## src/rtl/counter_sequencer_if.sv

```systemverilog
// Board-side bundle between the KEY/SW pins, the up-counter and the sequencer.
// master = board/counter side, slave = sequencer.
interface counter_sequencer_if #(
   parameter int WIDTH = 4
);
   logic             key_load_n;
   logic             key_run_n;
   logic             key_step_n;
   logic [WIDTH-1:0] sw_data;
   logic [WIDTH-1:0] sw_stop;
   logic             stop_en;
   logic [WIDTH-1:0] cnt_q;
   logic             cnt_load;
   logic [WIDTH-1:0] cnt_d;
   logic             cnt_en;
   logic [2:0]       state;
   logic             done;

   modport master (
      output key_load_n, key_run_n, key_step_n, sw_data, sw_stop, stop_en, cnt_q,
      input  cnt_load, cnt_d, cnt_en, state, done
   );

   modport slave (
      input  key_load_n, key_run_n, key_step_n, sw_data, sw_stop, stop_en, cnt_q,
      output cnt_load, cnt_d, cnt_en, state, done
   );
endinterface

```

## src/rtl/counter_sequencer.sv

```systemverilog
// Sequencer for the board up-counter: debounced keys drive a Moore FSM that
// issues load / count-enable strobes, paced by a tick divider, with terminal stop.
module cs_debounce #(
   parameter int DB_CYCLES = 500000
) (
   input  logic clk,
   input  logic rst,
   input  logic key_n,
   output logic press
);
   localparam int CW = (DB_CYCLES > 2) ? $clog2(DB_CYCLES) : 1;

   logic [1:0]    sync_q, sync_d;
   logic          db_q, db_d;
   logic [CW-1:0] db_cnt_q, db_cnt_d;
   logic          press_q, press_d;

   // Level flips only after DB_CYCLES consecutive disagreeing samples.
   always_comb begin
      sync_d   = {sync_q[0], key_n};
      db_d     = db_q;
      db_cnt_d = '0;
      if (sync_q[1] != db_q) begin
         if (db_cnt_q == CW'(DB_CYCLES - 1)) db_d = sync_q[1];
         else db_cnt_d = db_cnt_q + 1'b1;
      end
      press_d = db_q & ~db_d;
   end

   always_ff @(posedge clk or posedge rst) begin
      if (rst) begin
         sync_q   <= 2'b11;
         db_q     <= 1'b1;
         db_cnt_q <= '0;
         press_q  <= 1'b0;
      end else begin
         sync_q   <= sync_d;
         db_q     <= db_d;
         db_cnt_q <= db_cnt_d;
         press_q  <= press_d;
      end
   end

   assign press = press_q;
endmodule

module counter_sequencer #(
   parameter int WIDTH     = 4,
   parameter int DIV       = 50000000,
   parameter int DB_CYCLES = 500000
) (
   input logic               clk,
   input logic               rst,
   counter_sequencer_if.slave bus
);
   localparam logic [2:0] S_IDLE  = 3'd0;
   localparam logic [2:0] S_LOAD  = 3'd1;
   localparam logic [2:0] S_RUN   = 3'd2;
   localparam logic [2:0] S_PAUSE = 3'd3;
   localparam logic [2:0] S_STEP  = 3'd4;
   localparam logic [2:0] S_DONE  = 3'd5;
   localparam int DW = $clog2(DIV);

   logic [2:0] key_n, press;
   logic       load_p, run_p, step_p;

   assign key_n = {bus.key_step_n, bus.key_run_n, bus.key_load_n};

   cs_debounce #(.DB_CYCLES(DB_CYCLES)) u_db [2:0] (
      .clk   (clk),
      .rst   (rst),
      .key_n (key_n),
      .press (press)
   );

   // Coincident presses resolve load > run > step; losers are dropped.
   assign load_p = press[0];
   assign run_p  = press[1] & ~press[0];
   assign step_p = press[2] & ~press[1] & ~press[0];

   logic [2:0]       state_q, state_d;
   logic             cnt_load_q, cnt_load_d;
   logic             cnt_en_q, cnt_en_d;
   logic [WIDTH-1:0] cnt_d_q, cnt_d_d;
   logic [WIDTH-1:0] stop_val_q, stop_val_d;
   logic [DW-1:0]    div_q, div_d;
   logic             armed_q, armed_d;
   logic             done_q, done_d;

   always_comb begin
      state_d    = state_q;
      cnt_load_d = 1'b0;
      cnt_en_d   = 1'b0;
      cnt_d_d    = cnt_d_q;
      stop_val_d = stop_val_q;
      div_d      = div_q;
      armed_d    = armed_q;
      if (load_p) begin
         state_d    = S_LOAD;
         cnt_load_d = 1'b1;
         cnt_d_d    = bus.sw_data;
         stop_val_d = bus.sw_stop;
      end else begin
         case (state_q)
            S_IDLE, S_PAUSE: begin
               if (run_p) begin
                  state_d = S_RUN;
                  div_d   = '0;
                  armed_d = 1'b0;
               end else if (step_p) begin
                  state_d  = S_STEP;
                  cnt_en_d = 1'b1;
                  armed_d  = 1'b1;
               end
            end
            S_LOAD, S_STEP: state_d = S_PAUSE;
            S_RUN: begin
               // Requiring cnt_en_q=0 makes the compare see post-increment feedback.
               if (run_p) begin
                  state_d = S_PAUSE;
               end else if (bus.stop_en && armed_q && !cnt_en_q && bus.cnt_q == stop_val_q) begin
                  state_d = S_DONE;
               end else if (div_q == DW'(DIV - 1)) begin
                  div_d    = '0;
                  cnt_en_d = 1'b1;
                  armed_d  = 1'b1;
               end else begin
                  div_d = div_q + 1'b1;
               end
            end
            S_DONE:  state_d = S_DONE;
            default: state_d = S_IDLE;
         endcase
      end
      done_d = (state_d == S_DONE);
   end

   always_ff @(posedge clk or posedge rst) begin
      if (rst) begin
         state_q    <= S_IDLE;
         cnt_load_q <= 1'b0;
         cnt_en_q   <= 1'b0;
         cnt_d_q    <= '0;
         stop_val_q <= '0;
         div_q      <= '0;
         armed_q    <= 1'b0;
         done_q     <= 1'b0;
      end else begin
         state_q    <= state_d;
         cnt_load_q <= cnt_load_d;
         cnt_en_q   <= cnt_en_d;
         cnt_d_q    <= cnt_d_d;
         stop_val_q <= stop_val_d;
         div_q      <= div_d;
         armed_q    <= armed_d;
         done_q     <= done_d;
      end
   end

   assign bus.cnt_load = cnt_load_q;
   assign bus.cnt_en   = cnt_en_q;
   assign bus.cnt_d    = cnt_d_q;
   assign bus.state    = state_q;
   assign bus.done     = done_q;
endmodule

```

## src/flat_wrapper.sv

```systemverilog
// flat-port wrapper written by rule: the top's interface ports become plain ports
module counter_sequencer_flat 
#(
   parameter int WIDTH     = 4,
   parameter int DIV       = 50000000,
   parameter int DB_CYCLES = 500000
)
  (clk, rst, bus_key_load_n, bus_key_run_n, bus_key_step_n, bus_sw_data, bus_sw_stop, bus_stop_en, bus_cnt_q, bus_cnt_load, bus_cnt_d, bus_cnt_en, bus_state, bus_done);
  counter_sequencer_if #(.WIDTH(WIDTH)) bus_i ();
  input logic clk;
  input logic rst;
  input wire logic [$bits(bus_i.key_load_n)-1:0] bus_key_load_n;
  input wire logic [$bits(bus_i.key_run_n)-1:0] bus_key_run_n;
  input wire logic [$bits(bus_i.key_step_n)-1:0] bus_key_step_n;
  input wire logic [$bits(bus_i.sw_data)-1:0] bus_sw_data;
  input wire logic [$bits(bus_i.sw_stop)-1:0] bus_sw_stop;
  input wire logic [$bits(bus_i.stop_en)-1:0] bus_stop_en;
  input wire logic [$bits(bus_i.cnt_q)-1:0] bus_cnt_q;
  output wire logic [$bits(bus_i.cnt_load)-1:0] bus_cnt_load;
  output wire logic [$bits(bus_i.cnt_d)-1:0] bus_cnt_d;
  output wire logic [$bits(bus_i.cnt_en)-1:0] bus_cnt_en;
  output wire logic [$bits(bus_i.state)-1:0] bus_state;
  output wire logic [$bits(bus_i.done)-1:0] bus_done;
  assign bus_i.key_load_n = bus_key_load_n;
  assign bus_i.key_run_n = bus_key_run_n;
  assign bus_i.key_step_n = bus_key_step_n;
  assign bus_i.sw_data = bus_sw_data;
  assign bus_i.sw_stop = bus_sw_stop;
  assign bus_i.stop_en = bus_stop_en;
  assign bus_i.cnt_q = bus_cnt_q;
  assign bus_cnt_load = bus_i.cnt_load;
  assign bus_cnt_d = bus_i.cnt_d;
  assign bus_cnt_en = bus_i.cnt_en;
  assign bus_state = bus_i.state;
  assign bus_done = bus_i.done;
  counter_sequencer #(.WIDTH(WIDTH), .DIV(DIV), .DB_CYCLES(DB_CYCLES)) u_core (.clk(clk), .rst(rst), .bus(bus_i));
endmodule
```

## config.mk

```make
export PLATFORM = sky130hd
export DESIGN_NAME = counter_sequencer_flat
export DESIGN_NICKNAME = d
export VERILOG_FILES = /design/src/rtl/counter_sequencer_if.sv /design/src/rtl/counter_sequencer.sv /design/src/flat_wrapper.sv
export SDC_FILE = /design/constraint.sdc
export NUM_CORES = 1
export LEC_CHECK = 0
export BUFFER_PORTS_ARGS = -buffer_cell sky130_fd_sc_hd__buf_4
export CORE_MARGIN = 1
export CORE_UTILIZATION = 55
export CTS_CLUSTER_DIAMETER = 150
export CTS_CLUSTER_SIZE = 30
export DETAILED_ROUTE_END_ITERATION = 10
export HOLD_SLACK_MARGIN = 0.03
export PLACE_DENSITY = 0.76
export SLEW_MARGIN = 15
export SYNTH_ARGS = -nofsm -noshare
export SYNTH_HDL_FRONTEND = slang
export SYNTH_SLANG_ARGS = --single-unit
```

## constraint.sdc

```tcl
create_clock -name clk -period 2.9 [get_ports clk]
set_clock_uncertainty 0.15 [all_clocks]
set_input_delay 0.145 -clock clk [delete_from_list [all_inputs] [get_ports clk]]
set_output_delay 0.145 -clock clk [all_outputs]
set_load 0.01 [all_outputs]
```

Word-level counts from Yosys, hierarchy flattened --
Index checks and enable logic that the tools add are counted.
Cells by class: bitwise operators 11, add/subtract/negate cells 4, muxes and demuxes 37, equality and inequality tests 19, reduce and logical (&&, ||, !) cells 10
Operator list (number):
- 19-bit two-way mux | 6
- 26-bit two-way mux | 4
- 19-bit by 1-bit adder with 19-bit output (second input constant) | 3
- 19-bit == test (second input constant) | 3
- 26-bit case mux with 2 select lines | 1
- 26-bit by 1-bit adder with 26-bit output (second input constant) | 1
- 26-bit == test (second input constant) | 1
- 1-bit two-way mux | 18
- 3-bit two-way mux | 5
- 3-bit case mux with 4 select lines | 1
- 3-bit == test (second input constant) | 3
- 1-bit AND | 6
- 3-bit by 2-bit == test with 1-bit output (second input constant) | 2
- 6-bit AND reduction | 1
- 1-bit NOT | 5
- 5-bit AND reduction | 1
- 4-bit == test | 1
- 2-bit by 1-bit != test with 1-bit output (second input constant) | 2
- 2-bit != test (second input constant) | 2
- 1-bit case mux with 2 select lines | 2
- 2-bit OR reduction | 2
- 3-bit by 1-bit == test with 1-bit output (second input constant) | 1
- 1-bit logical AND | 3
- 3-bit zero test | 1
- 4 further kinds | 6
Word-level totals: logic and storage cells 101, input bits 18, bits in registers 110

Depth between registers and ports, before layout --
Gate-level depths: netlist of the first run.
depth after elaboration 8, mapped depth 8

Cells and area by module --
From an unflattened synthesis of the first run, not the netlist that was laid out.
Second synthesis, totals: cells, all modules 567, area total of the unflattened synthesis 5760.5 um^2
Modules (own cells, without submodules):
- cs_debounce | area an instance 1158.6 um^2, cells each 108, instances 3
- counter_sequencer | area an instance 2284.7 um^2, cells each 243, instances 1

Worst setup path after synthesis of the first run --
No wires, ideal clock.
path kind reg2reg, start reg u_core.div_q[0], end reg u_core.div_q[12], slack 0.568 ns, clock period less this slack 2.332 ns, cell stages (with the launch flop) 9, arrival time 2.052 ns, path buffers 2, cells stage by stage dfrtp_1 > ha_1 > nand3_1 > or4_1 > o21a_1 > clkbuf_1 > nor2_2 > buf_2 > a21oi_1
Between the ends: longest elaborated chain between the ends 5
RTL lines:
- start, declared | RTL line counter_sequencer.sv:86 | logic [DW-1:0] div_q, div_d;
- start signal, assigned | RTL line counter_sequencer.sv:154 | div_q <= div_d;
- 26-bit by 1-bit adder with 26-bit output or 26-bit == test (tied branches) | RTL line counter_sequencer.sv:128, counter_sequencer.sv:123
- 26-bit two-way mux * | RTL line counter_sequencer.sv:123 | end else if (div_q == DW'(DIV - 1)) begin
- 26-bit two-way mux * | RTL line counter_sequencer.sv:121 | end else if (bus.stop_en && armed_q && !cnt_en_q && bus.cnt_q == stop_val_q) begin
- 26-bit two-way mux * | RTL line counter_sequencer.sv:119 | if (run_p) begin
- 26-bit case mux with 2 select lines * | RTL line counter_sequencer.sv:104 | case (state_q)
Every way passes the cells marked *; elsewhere a longest branch is shown, timed or not. The select of a mux whose other input is x is not followed. A chain may end at the register's enable or synchronous reset.

Worst setup path in the final report of the first run --
start reg u_core.state_q[0] (netlist: u_core.bus.state[0]), end reg u_core.div_q[22]
Between the ends: longest elaborated chain between the ends 4
RTL lines:
- start, declared | RTL line counter_sequencer.sv:81 | logic [2:0] state_q, state_d;
- start signal, assigned | RTL line counter_sequencer.sv:149 | state_q <= state_d;
- 3-bit by 2-bit == test with 1-bit output or 3-bit zero test (tied branches) | RTL line counter_sequencer.sv:104
- 2-bit OR reduction | RTL line counter_sequencer.sv:104
- 2-bit by 1-bit != test with 1-bit output (no line) or 2-bit nonzero test (tied branches)
- 5-bit AND reduction (no line)
Parallel ways exist; a longest one is shown, timed or not.

==> results.txt, run 1 <==
The run finished with clean final reports. The number of DRC violations after detailed routing is 0. Buffers inserted during clock tree synthesis total 9. After Yosys synthesis, XOR and XNOR cells account for 9.88% of the synthesized area.

The clock latency on the worst-skew pair is 0.37 ns. The post-synthesis share of cell area spent on full adders, half adders and majority gates is 0.925%. Summing all multi-input logic gate instances after layout gives 0.00252 mm². For the worst setup path, the data required time is 3.00 ns. In this design, the stage delay of the slowest critical-path cell is 0.44 ns.

Cells with a size suffix above 1 make up 13.5% of the layout. In the synthesized netlist the async set-or-reset flop fraction comes to 100%. The largest buffer count on any clock path is 2.

The number of flops mapped to enable cells by yosys came out at 0. The cell depth of the worst flop-to-flop path came out at 7. The top achievable clock speed is 383 MHz.

Clock tree synthesis found a total of 110 sinks. The post-CTS clock slew at the launch and capture registers of the worst setup and hold paths is 0.11 ns. Dividing total power by cell area gives a power density of 430 mW/mm².

The worst pin sits at a relative slew slack of 42.8%. The start of the worst register-to-register path is u_core.bus.state[0]. The final-report max-slew violation count came to 0. The length of the first detailed-routing pass in iterations is 5. For flop-to-flop paths, the worst setup slack is 0.29 ns. The final weighted congestion in routability-driven placement is 0.851. The synthesized area per cell came out at 9.78 µm². The effective utilization at floorplan is 57.7%. The floorplan has 35 rows. The cell area that synthesis handed to floorplanning was 0.00541 mm². The estimated wirelength of the detail-placed design is 7.35 mm. The placement-stage worst setup slack came out at 0.336 ns.

The final number of hold-violating endpoints is 0. The clock tree from TritonCTS is built. For this run, global-route usage on met1 was measured as 28.7%. After detailed routing, the average wire length per cell comes to 14.6 µm. The initial antenna violation count is 0.

The global routing usage summed across all routing layers came out at 22.8%. The worst setup path is captured at a flop. At the end of the flow, the number of nets in the layout was 616. The most critical setup path has its endpoint at u_core.div_q[22].

The worst hold path belongs to the class input port to flop. The maximum ir drop on the vdd rail came out at 0.312 mV. The count of endpoints failing setup in the final report is 0. Entering global routing, the biggest net connects 69 pins.

The share of the cycle needed by the critical path after routing came out at 90.0%. The max-cap violation count is 0. The simple logic cell fraction of the synthesized area is 25.2%. The height of the die is 101 µm. Setup repair after global routing left no endpoint under its margin. The antenna diode instance count came out at 0. The compound-gate portion of the synthesized area is 7.79%. The final sum of negative setup slack came out at 0 ns. In the global route stage, met2 resource usage came out at 39.7%. The number of nets with antenna violations after detailed routing came out at 0. The critical path goes through buf_4 -> nor3b_1 -> nand4_1 -> o21ai_2 -> buf_4 -> nor3_1 -> nor4_1. The total via count after detailed routing is 4045. The dominant combinational cell family by area after synthesis is simple AND/OR/NAND/NOR gates. Synthesis produced a netlist whose cell count is 553. STA classifies the critical path startpoint as a flop. The cell at the root of the clock tree is clkbuf_8. The number of buffers inserted by port buffering came out at 27. The filler cells instantiated in the layout total 777.

The first routing iteration left 163 violations. In this run the count of I/O pins placed on the die edge is 28. The multiplexer share of the synthesized area came out at 2.84%. The sequential cell area came out at 0.00276 mm². After global routing, the most crowded layer is met2.

For the pin with the worst max-slew slack, the measured transition is 0.858 ns. The floorplan step defined a die boundary enclosing 0.0102 mm². The chip width came out at 101 µm. The number of vias per cell is 5.56. The area overhead of the layout relative to synthesis is 12.6%. Among all flip-flop cells after synthesis, the most frequent one is dfrtp_1. The data arrival time of the critical path is 2.71 ns. The leakage dissipation is 2.57 nW. For this design, the slowest cell found on the critical path is dfrtp_1.

The number of storage elements in the synthesis netlist is 110. The net count of the mapped netlist is 575. Post-CTS repair changed the size of 0 cells.

During synthesis, Yosys emitted a total of 0 warnings. The maximum fanout along the worst path is 14. The critical path starts at u_core.bus.state[0]. The first-pass GRT wire length is 18.2 mm. In this run the critical register-to-register path is captured at u_core.div_q[22]. The final critical-path required period is 2.61 ns. The setup fix buffers added after clock tree synthesis is 0.

The routed wire length came out at 10.6 mm. The critical path is of the flop to flop type. The number of levels the H-tree was split into is 3. The most numerous cell type found on the critical path is buf_4. The unique cell type count in the Yosys netlist came out at 52. After global routing the overflow that remains totals 0.

Global routing used 4.69% of the available met3 tracks. The share of synthesized area occupied by flip-flops and latches is 51.1%. The region available for standard cell placement spans 0.00937 mm². The via count of the first global-routing pass came out at 3967.

The least setup slack across all paths after layout is 0.290 ns.
## worst max-delay path, delay by kind of cell, from the launching register on
| family | cells | cell delay (ns) |
|---|---|---|
| AND/OR/NAND/NOR | 4 | 1.02 |
| AO/OA/AOI/OAI | 1 | 0.41 |
| buffers and inverters | 2 | 0.46 |
| flip-flops | 1 | 0.44 |
## worst min-delay path by stage
stage / startpoint / endpoint / cells after the start
after global routing: bus_stop_en / u_core.bus.cnt_en / 4
after floorplan: bus_key_load_n / u_core.u_db[0].sync_q[0] / 0
after detailed placement: rst / u_core.bus.done / 2
after global placement: rst / u_core.bus.done / 2
after CTS: bus_stop_en / u_core.bus.cnt_en / 4
final: bus_stop_en / u_core.bus.cnt_en / 4
## per-stage QoR
step / instance area, µm² / utilization, % / hold slack (ns) / total power [mW] / cells
global placement: 5760 / 61.4 / -0.129 / 1.68 / 699
finish: 6090 / 65.0 / 0.163 / 2.62 / 728
floorplan: 5410 / - / -0.000522 / 1.65 / 553
global route: 6090 / 65.0 / 0.186 / 2.73 / 728
detailed placement: 5760 / 61.4 / -0.124 / 1.69 / 699
CTS: 6090 / 65.0 / 0.142 / 2.65 / 728
## Yosys cell counts (all sizes together), types with 4 or more instances
library cell	count	area, µm²
xnor2	33	289
mux2	11	124
buf	5	30.0
clkbuf	12	45.0
dfrtp	101	2530
or3	5	31.3
dfstp	9	236
or2	5	31.3
nor4	10	62.6
inv	13	48.8
nor2b	5	31.3
xor2	28	245
nor2	90	340
and4	8	70.1
nand4	20	125
ha	4	50.1
and3	11	68.8
nand3	34	170
a21oi	18	90.1
or4	10	75.1
o21ai	15	78.8
o31ai	10	75.1
nand2	39	146
nor3	16	80.1
## state kept, by name, indices dropped and copies added (netlist names)
register / flops
u_core.armed_q: 1
u_core.bus.cnt_d: 4
u_core.bus.cnt_en: 1
u_core.bus.cnt_load: 1
u_core.bus.done: 1
u_core.bus.state: 3
u_core.div_q: 26
u_core.stop_val_q: 4
u_core.u_db.db_cnt_q: 57
u_core.u_db.db_q: 3
u_core.u_db.press: 3
u_core.u_db.sync_q: 6
## cell usage in the layout (no fill, tap or decap), drive strengths merged, types with 4 or more instances in the layout
master       synthesis  layout
or3                  5       5
nor2                90      90
dfstp                9       9
xor2                28      28
nor2b                5       5
inv                 13      14
nor4                10      10
a21oi               18      18
mux2                11      11
clkbuf              12      11
or2                  5       5
ha                   4       4
nand4               20      20
buf                  5      34
nand3               34      34
and4                 8       8
nand2               39      39
or4                 10      10
nor3                16      16
dlygate4sd3          0      13
dfrtp              101     101
xnor2               33      33
o31ai               10      10
o21ai               15      15
and3                11      11
## where the power goes
group          switching (mW)  internal [mW]  leakage, nW
Sequential             0.0135           1.55         1.48
Combinational          0.0610         0.0430        0.990
Clock                   0.519          0.433        0.105
Total                   0.593           2.03         2.57
## final cells by class
type	instances	area share (%)
repair buffers	47	6.33
flip-flops and latches	110	45.4
multi-input cells	413	41.4
clock inverters	5	1.07
inverters	13	0.863
clock buffers	11	2.32
well taps	129	2.65
## metal layers
layer / routed length, µm / up-vias
li1: - / 2018
met1: 4780 / 1956
met2: 5390 / 60
met3: 311 / 11
met4: 120 / 0
met5: 0 / -
## timing repair
action | in CTS | in global routing
setup endpoints to repair | 0 | 0
hold buffers | 13 | 0
hold endpoints to repair | 112 | 0
## kinds of logic (layout without fill, tap and decap cells)
kind of cell / after synthesis / in the layout
flops: 110 / 110
fa+ha+maj: 4 / 4
compound gates: 65 / 65
buf+inv: 30 / 76
mux: 14 / 14
xor+xnor: 61 / 61
simple gates: 269 / 269
(Power assumes the default switching activity.)
==> inputs of run 2 (changes only) <==
--- a/config.mk
+++ b/config.mk
@@ -5,9 +5,10 @@
 export SDC_FILE = /design/constraint.sdc
 export NUM_CORES = 1
 export LEC_CHECK = 0
+export ABC_AREA = 1
 export BUFFER_PORTS_ARGS = -buffer_cell sky130_fd_sc_hd__buf_4
 export CORE_MARGIN = 1
-export CORE_UTILIZATION = 55
+export CORE_UTILIZATION = 56
 export CTS_CLUSTER_DIAMETER = 150
 export CTS_CLUSTER_SIZE = 30
 export DETAILED_ROUTE_END_ITERATION = 10
==> run 2 against run 1 <==
Setup slack gained 0.46 ns. Critical path depth grew 3. Core utilization shrank 1.0 points. Register-to-register slack gained 0.46 ns. Sequential power is essentially flat. Synthesized area grew 16%. Global-route usage grew 3.7 points. First-iteration DRC count grew 130%. Combinational power grew 9.6%. Maximum frequency grew 21%. Design area grew 14%.
==> results.txt, run 2 <==
The estimated wirelength of the detail-placed design came out at 10.2 mm. In this run the post-CTS setup repair buffer count came out at 0. The number of clock sinks seen by CTS came out at 110. The length of the first detailed-routing pass in iterations came out at 5.

The register with the most flip-flops in the layout has 57 of them. Compared with the post-synthesis result, the final layout area differs by 11.0%. TritonCTS built the clock tree. The worst setup path is of the flop to flop kind. After clock tree synthesis, the clock-pin slew on the worst setup and hold paths is 0.11 ns. The clock latency on the worst-skew pair is 0.38 ns. The cell that appears most often on the critical path is nand2_1. Setup violations remaining at the end of the flow were counted as 0.

VDD sags by at most 0.368 mV. The total power density per cell area came out at 375 mW/mm². Global routing consumed, over all layers together, 26.5% of the routing resources. The chip width is 108 µm. The share of the core filled with cells in the final layout is 64.0%. The start of the worst register-to-register path is u_core.div_q[0].

The initial antenna violation count came out at 0. The area of the multi-input gates came out at 0.00302 mm². The total via count after detailed routing is 5722. The final critical-path required period is 2.15 ns.

Data on the critical path is required at its endpoint by 3.04 ns. After detailed routing, the number of remaining DRC violations is 0. The antenna diode instance count came out at 0. The maximum fanout along the worst path came out at 12. The sequential cell area came out at 0.00276 mm². The data arrival time of the critical path is 2.29 ns.

The net count of the mapped netlist is 888. The setup check on the worst reg-to-reg path leaves a slack of 0.75 ns. The number of gates given a new drive strength after cts came out at 0. The first-pass GRT wire length came out at 24.2 mm. Dividing the detail-routed via count by the number of cells gives 5.41. The count of cells along the worst hold path came out at 5. Leaving out fill and tap cells, the most frequent cell in the layout is nand2_1. The critical path goes through ha_1 -> nand2_1 -> nor2_4 -> nand3_1 -> nor2_1 -> nand2_1 -> inv_1 -> nor2_1 -> nand3_1 -> nand2_1. In the layout the commonest cells are 226 x nand2_1, 139 x nor2_1, 111 x inv_1, 101 x dfrtp_1, 80 x nand3_1. The number of top-level pins is 28. The share of synthesized area in the top cell type comes to 40.3%.

The final sum of negative setup slack came out at 0 ns. The actual slew at the worst max-slew pin came out at 0.881 ns. Ranked by instance count, the synthesized netlist is headed by 226 x nand2_1, 139 x nor2_1, 112 x inv_1. The initial utilization of the core area, before any placement, comes to 57.6%. The share of synthesized registers carrying an async set or reset came out at 100%. In this run the most critical hold path is launched from bus_cnt_q[2]. The number of storage elements in the synthesis netlist came out at 110. The placement-stage worst setup slack came out at 0.765 ns.

Synthesis instantiated 38 different standard cells from the library. For the worst flop-to-flop path, the logic depth is 10. The gate count after technology mapping is 866.

The number of buffers inserted by port buffering is 27. Measured along the y axis, the die boundary spans 108 µm. The analysis attributes to cell leakage a power of 3.06 nW. After routing the design area is 0.00696 mm². In the synthesized netlist the dominant register cell turns out to be dfrtp_1.

The number of clock buffers added by TritonCTS is 9. Setup repair after global routing left no endpoint under its margin. The warning count from the yosys run is 0. The final-report max-slew violation count came out at 0.

After synthesis, the cell types taking the most area are dfrtp_1 40%, nand2_1 14%, nor2_1 8.3%, inv_1 6.7%, nand3_1 6.4%. STA classifies the critical path endpoint as a flop. The worst slew margin relative to its limit came out at 41.3%. The area of placed instances came out at 0.00664 mm².

The max-cap violation count is 0. Dividing the synthesized area by the synthesized cell count gives 7.24 µm². The least setup slack across all paths after layout came out at 0.750 ns. The maximum single-stage delay on the critical path is 0.39 ns. In this run the critical register-to-register path is captured at u_core.div_q[21].

Summing the sequential cell areas from Yosys gives 44.1% of the chip area. The core area came out at 0.0109 mm². The register with the most flip-flops in the final layout is u_core.u_db.db_cnt_q.

The netlist area before placement came out at 0.00627 mm². The share of the cycle needed by the critical path after routing is 74.2%. Static timing analysis puts the maximum clock frequency at 465 MHz. Routability-driven placement finished with a final weighted congestion of 0.930. The number of flops mapped to enable cells by yosys came out at 0. The number of nets with antenna violations after detailed routing is 0.

The count of hold-fix buffers inserted at cts is 13. Entering global routing, the biggest net connects 72 pins. The via count of the first global-routing pass came out at 5360. The routed wire length per instance came out at 13.5 µm. The largest buffer count on any clock path came out at 2. The number of nets at the end of the flow is 935.

The number of levels the H-tree was split into is 3. The total overflow left after global routing is 0. Cells with a size suffix above 1 make up 7.74% of the layout. The flow ran to the end, and the final reports show no timing, DRC or antenna violations. The path with the worst hold slack has its endpoint at u_core.bus.state[1]. The final number of hold-violating endpoints came out at 0. The full die area is 0.0116 mm². Among all cell types in the netlist, the one instantiated most often is nand2_1. The worst hold path belongs to the class input port to flop.

The number of filler cells placed in the layout is 943. The detailed router finished its first iteration with 382 violations. The biggest area contributor in the post-synthesis netlist is dfrtp_1. The standard-cell row count came out at 38.

For this design, the slowest cell found on the critical path is dfrtp_1. The largest registers in the layout are u_core.u_db.db_cnt_q x57, u_core.div_q x26, u_core.u_db.sync_q x6. CTS placed an instance of clkbuf_8 at the clock tree root. The routed wire length came out at 14.3 mm. The critical path launch point type is a flop.
run 2: changes by cell type in the layout (fill, tap and decap cells not counted), moves of 13 or more:
cell and change:
inv_1 +99, nand2_1 +187, nand3_1 +46, nand4_1 +17
nor2_1 +50, nor3_1 +15, o21ai_1 +13, xnor2_1 -25
run 2: power by group:
group | internal (mW) | leakage, nW | switching [mW]
Sequential | 1.55 | 1.44 | 0.0129
Combinational | 0.0450 | 1.53 | 0.0686
Clock | 0.420 | 0.0887 | 0.515
Total | 2.02 | 3.06 | 0.597
run 2: worst max path at each step:
stage                                from                          end  slack (ns)  cells after the start
3_3_place_gp              u_core.div_q[0]             u_core.div_q[25]        0.87                     10
5_1_grt                   u_core.div_q[1]             u_core.div_q[23]        0.52                     10
3_5_place_dp              u_core.div_q[0]             u_core.div_q[21]        0.77                     10
4_1_cts                   u_core.div_q[0]             u_core.div_q[21]        0.74                     10
6_report                  u_core.div_q[0]             u_core.div_q[21]        0.75                     10
2_1_floorplan  u_core.u_db[1].db_cnt_q[0]  u_core.u_db[1].db_cnt_q[13]        1.21                      7
run 2: worst max-delay path, delay by kind of cell, from the launching register on:
family / cells / cell delay (ns)
fa+ha+maj: 1 / 0.22
buf+inv: 1 / 0.30
flops: 1 / 0.39
simple gates: 8 / 0.98
run 2: logic make-up (layout without fill, tap and decap cells):
kind of cell / after synthesis / in the layout / share of synthesized area, %
and+or+nand+nor: 534 / 534 / 37.0
buffers and inverters: 124 / 175 / 7.86
DFF: 110 / 110 / 44.1
AOI/OAI and AO/OA: 60 / 60 / 5.55
xor gates and xnor gates: 34 / 34 / 4.75
adders and majority gates: 4 / 4 / 0.798
run 2: routing by layer:
| metal | up-vias | share of wire [%] | wire length, µm | track usage [%] |
|---|---|---|---|---|
| li1 | 2873 | - | - | - |
| met1 | 2669 | 46 | 6610 | 35.2 |
| met3 | 16 | 5.5 | 783 | 6.17 |
| met5 | - | 0 | 0 | 0 |
| met4 | 0 | 1.1 | 153 | 6.26 |
| met2 | 164 | 47 | 6770 | 43.7 |
run 2: stage by stage:
stage	std cells	hold slack [ns]	power, mW
floorplan	866	-0.000522	1.65
global placement	1029	-0.131	1.69
detailed placement	1029	-0.130	1.69
CTS	1057	0.0581	2.65
global route	1057	0.0926	2.73
finish	1057	0.0959	2.61
run 2: final cells by class:
cell class,instances,area share [%]
Multi-Input combinational cell,632,43.4
Sequential cell,110,39.7
Inverter,113,6.14
Timing Repair Buffer,47,5.53
Tap cell,140,2.52
Clock buffer,12,2.08
Clock inverter,3,0.647
